==> src/rtl/imem_line_responder.sv <==
// Instruction-fetch responder backed by a single-line buffer.
// Misses refill the whole line with a fixed-length burst from the backing bus.
module imem_line_responder #(
  parameter int BMEM_W = 64,
  parameter int BEATS  = 4
) (
  input  logic              clk,
  input  logic              rst,
  input  logic [31:0]       imem_addr,
  input  logic [3:0]        imem_rmask,
  input  logic              imem_invalidate,
  output logic [31:0]       imem_rdata,
  output logic              imem_resp,
  output logic [31:0]       bmem_addr,
  output logic              bmem_read,
  input  logic              bmem_ready,
  input  logic [BMEM_W-1:0] bmem_rdata,
  input  logic              bmem_rvalid
);
  localparam int LINE_BITS = BMEM_W * BEATS;
  localparam int OFF_W     = $clog2(LINE_BITS / 8);
  localparam int WORDS     = LINE_BITS / 32;
  localparam int TAG_W     = 32 - OFF_W;
  localparam int BEAT_W    = $clog2(BEATS);

  typedef enum logic [1:0] {IDLE, FETCH, FILL} state_e;
  state_e state_q, state_d;

  logic [BEATS-1:0][BMEM_W-1:0] line_q, line_fill;
  logic [WORDS-1:0][31:0]       line_words, fill_words;
  logic [TAG_W-1:0]             tag_q;
  logic [31:2]                  addr_q;
  logic [BEAT_W-1:0]            beat_q;
  logic                         valid_q, inv_pend_q;
  logic                         req, hit, miss, beat_in, last_beat;
  logic                         unused_addr_lo;

  assign unused_addr_lo = ^imem_addr[1:0];

  assign req       = |imem_rmask;
  assign hit       = (state_q == IDLE) && req && valid_q && !imem_invalidate &&
                     (tag_q == imem_addr[31:OFF_W]);
  assign miss      = (state_q == IDLE) && req && !hit;
  assign beat_in   = (state_q == FILL) && bmem_rvalid;
  assign last_beat = beat_in && (beat_q == BEAT_W'(BEATS - 1));
  assign bmem_read = (state_q == FETCH);

  // Line image with the incoming beat merged, so the final response can
  // come from the completed line in the same cycle the last beat lands.
  always_comb begin
    line_fill         = line_q;
    line_fill[beat_q] = bmem_rdata;
  end

  assign line_words = line_q;
  assign fill_words = line_fill;

  always_ff @(posedge clk) begin
    if (!rst) state_q <= IDLE;
    else      state_q <= state_d;
  end

  always_comb begin
    state_d = state_q;
    unique case (state_q)
      IDLE:    if (miss)       state_d = FETCH;
      FETCH:   if (bmem_ready) state_d = FILL;
      FILL:    if (last_beat)  state_d = IDLE;
      default:                 state_d = IDLE;
    endcase
  end

  always_ff @(posedge clk) begin
    if (!rst) begin
      valid_q    <= 1'b0;
      inv_pend_q <= 1'b0;
      beat_q     <= '0;
      addr_q     <= '0;
      imem_resp  <= 1'b0;
      imem_rdata <= '0;
      bmem_addr  <= '0;
    end else begin
      imem_resp <= 1'b0;
      if (hit) begin
        imem_resp  <= 1'b1;
        imem_rdata <= line_words[imem_addr[OFF_W-1:2]];
      end
      if (miss) begin
        addr_q     <= imem_addr[31:2];
        bmem_addr  <= {imem_addr[31:OFF_W], {OFF_W{1'b0}}};
        valid_q    <= 1'b0;
        inv_pend_q <= 1'b0;
      end
      if ((state_q == IDLE) && imem_invalidate) valid_q <= 1'b0;
      // An invalidate while the fill is in flight must outlive the fill.
      if ((state_q != IDLE) && imem_invalidate) inv_pend_q <= 1'b1;
      if ((state_q == FETCH) && bmem_ready) beat_q <= '0;
      if (beat_in) beat_q <= beat_q + BEAT_W'(1);
      if (last_beat) begin
        valid_q    <= !(inv_pend_q || imem_invalidate);
        imem_resp  <= 1'b1;
        imem_rdata <= fill_words[addr_q[OFF_W-1:2]];
      end
    end
  end

  always_ff @(posedge clk) begin
    if (beat_in)   line_q <= line_fill;
    if (last_beat) tag_q  <= addr_q[31:OFF_W];
  end

  a_no_req_busy: assert property (@(posedge clk) disable iff (!rst)
    (state_q != IDLE) |-> !req);

endmodule

==> config.mk <==
export PLATFORM = sky130hd
export DESIGN_NAME = imem_line_responder
export DESIGN_NICKNAME = d
export VERILOG_FILES = /design/src/rtl/imem_line_responder.sv
export SDC_FILE = /design/constraint.sdc
export NUM_CORES = 1
export LEC_CHECK = 0
export ABC_AREA = 1
export BUFFER_PORTS_ARGS = -buffer_cell sky130_fd_sc_hd__buf_2
export CAP_MARGIN = 0
export CORE_ASPECT_RATIO = 0.75
export CORE_MARGIN = 5
export CORE_UTILIZATION = 40
export DETAILED_ROUTE_END_ITERATION = 10
export SLEW_MARGIN = 30
export SYNTH_ARGS = -nofsm -noshare
export SYNTH_HDL_FRONTEND = slang
export SYNTH_SLANG_ARGS = --single-unit
==> constraint.sdc <==
create_clock -name clk -period 8.3 [get_ports clk]
set_clock_uncertainty 0.05 [all_clocks]
set_input_delay 0.415 -clock clk [delete_from_list [all_inputs] [get_ports clk]]
set_output_delay 0.415 -clock clk [all_outputs]
set_load 0.1 [all_outputs]
==> flow_summary_export.csv <==
group,metric,value,unit
clocking,cts_max_path_buffers,3,
grt,grt_use_total,0.231,
detailed_routing,vias,19700,
detailed_routing,drtPass1Iterations,5,
power,comb_power_share,0.150,
yosys,synthFlopType,"edfxtp_1",
yosys,synth_top_cell_area_share,0.397,
timing,fmax,287,MHz
power,p_leak,10.5,nW
yosys,synth.most_common_cell,"nand2_1",
place,gp_congestion,0.861,
timing,worst_slew_pin_slew,972,ps
clocking,cts_tree,"yes",
floorplan,fp.coreArea,53000,um2
clocking,path_clk_slew,70,ps
floorplan,start_util,0.404,
detailed_routing,drt-wirelength-per-cell,19.2,um
timing,slew_viol_final,0,
power,p_int,0.00325,W
job,cap_violations,0,
power,switchingPower,0.00130,W
grt,grt_pass1_vias,18200,
yosys,synth_cell_types,28,
clocking,clkLatencyLatePin,580,ps
detailed_routing,drt_drc_violations_left,0,
yosys,yosysWarningCount,0,
final_layout,final_cell_area,23800,um2
place,placed_area,22400,um2
place,hpwl,40.2,mm
yosys,synth_edf_count,283,
hold_path,hp-start,"imem_invalidate",
grt,grt_pass1_wl,106,mm
timing,hold_violations,0,
worst_setup_path,endpoint_kind,"flop",
detailed_routing,vias_per_cell,5.41,
floorplan,ios,171,
detailed_routing,drtIter0Drc,1927,
floorplan,dieArea,58300,um2
yosys,netlist_top_cells_count,"938 x nand2_1, 395 x inv_1, 283 x edfxtp_1",
clocking,htree_levels,2,
timing,fin_setup_tns,0,ps
power,ir_drop,149,uV
power,power.density,191,nW/um2
place,pre_cts_ws,4930,ps
worst_setup_path,crit_fanout,71,
worst_setup_path,r2r_start,"beat_q[1]$_SDFFE_PN0P_",
timing,finalSetupViolations,0,
hold_path,hp-class,"input port to flop",
timing,finalCritPeriodShare,0.419,
final_layout,final_util,0.449,
yosys,avgSynthCellArea,7.42,um2
timing,fin_ws,4820,ps
worst_setup_path,cp-startpoint,"beat_q[1]$_SDFFE_PN0P_",
timing,fin_crit,3480,ps
detailed_routing,wirelength,70.0,mm
clocking,cts-root-buf,"clkbuf_16",
power,power_frac_clock,0.413,
final_layout,multi_input_area,9060,um2
worst_setup_path,start_kind,"flop",
final_layout,nets,3006,
yosys,yosysSeqAreaShare,0.462,
yosys,synth_top_area_cell,"edfxtp_1",
final_layout,final-seq-area,9890,um2
grt,gr-total-overflow,0,
grt,grt_max_degree,155,
worst_setup_path,crit_arrival,3870,ps
timing,rsz0062_at_grt,"false",
yosys,netlist_instances,2884,
timing,slew_headroom,0.352,
grt,antenna_found_initial,13,
yosys,async_flop_share,0,
power,power.share.switching,0.286,
worst_setup_path,crit_required,8690,ps
clocking,ctsResizeCount,0,
clocking,cts_hold_buf,0,
yosys,ys_ff_latch,352,
clocking,cts_buffers,40,
clocking,post_cts_buffers,0,
yosys,synth_area_leaders,"edfxtp_1 40%, nand2_1 16%, inv_1 6.9%",
floorplan,dieHeight,210,um
final_layout,fill_cells,5357,
final_layout,drive_gt1_frac,0.0932,
place,io_buffers,163,
clocking,cts_sinks,352,
floorplan,fp.dieW,277,um
yosys,synth_area,21400,um2
worst_setup_path,path_class,"flop to flop",
detailed_routing,detail-route-antenna-nets,0,
final_layout,area_growth,11.1,%
power,pwr-share-seq,0.437,
status,status,"finished, final reports clean",
floorplan,rows,73,
[cell usage in the layout, fill, tap and decap left out, types with 5 or more instances in the layout]
master,n
nand2_1,938
inv_1,393
edfxtp_1,283
nand3_1,282
buf_2,161
o211ai_1,156
o21ai_0,144
nor2_1,119
a21oi_1,115
o21a_1,102
dfxtp_1,66
clkbuf_16,41
and2_1,27
buf_4,26
clkinv_2,10
nand4_1,6
clkbuf_1,6
conb_1,5
bufinv_16,5
clkbuf_8,5
[area by class of cell]
cell class | count | area share
sequential | 352 | 0.416
multi-input combinational | 1912 | 0.381
inverter | 401 | 0.0639
clock buffer | 52 | 0.0470
timing repair buffer | 190 | 0.0439
tap | 712 | 0.0375
clock inverter | 21 | 0.0105
antenna | 4 | 0.000421
[worst max-delay path, stage by stage (launching register included)]
cell and delay (ps):
dfxtp_1 380, inv_1 180, ha_4 700, inv_1 580, buf_4 390, nand2_1 80
and2_1 140, nand2_1 50, nand3_1 100, nand3_1 90, nand2_1 70, nand2_1 50
nand3_1 380, nor2_1 70
[power groups by stage]
stage	clock [W]	sequential (W)	combinational, W
global route	0.00199	0.00199	0.000747
CTS	0.00191	0.00199	0.000678
finish	0.00188	0.00199	0.000684
global placement	0	0.00202	0.000667
floorplan	0	0.00201	0.000517
detailed placement	0	0.00202	0.000675
[metrics by stage]
step / hold WS [ps] / cells / power [W]
after floorplan: 382 / 2888 / 0.00253
after global placement: 379 / 3567 / 0.00269
after detailed placement: 391 / 3567 / 0.00270
after CTS: 54.0 / 3640 / 0.00457
after global routing: 81.3 / 3641 / 0.00472
final: 70.9 / 3644 / 0.00455
[state kept, by name, summed over array words and instances, names as in the netlist]
| signal | flops |
|---|---|
| addr_q | 30 |
| beat_q | 2 |
| imem_rdata | 32 |
| imem_resp | 1 |
| inv_pend_q | 1 |
| line_q | 256 |
| state_q | 2 |
| tag_q | 27 |
| valid_q | 1 |
[cell families after synthesis]
family | synth area share
other | 0.000175
adder cells (fa/ha/maj) | 0.00234
XOR/XNOR | 0.00164
AND/OR/NAND/NOR | 0.263
AO/OA/AOI/OAI | 0.152
buffers and inverters | 0.119
flip-flops | 0.462
[worst paths after layout]
path	end	slack [ps]	cells after the start
min	inv_pend_q$_SDFFE_PN0P_	70	3
max	imem_rdata[11]$_SDFFE_PN0P_	4820	13
min reg2reg	tag_q[12]$_DFFE_PP_	410	0
max reg2reg	imem_rdata[11]$_SDFFE_PN0P_	4820	13
[layer usage]
layer,vias up,share of wire,global-route usage
met5,-,0.0011,0
met4,12,0.025,0.0665
met3,139,0.093,0.0506
met2,842,0.44,0.364
met1,9269,0.44,0.322
li1,9448,-,-
(Power assumes the default switching activity.)
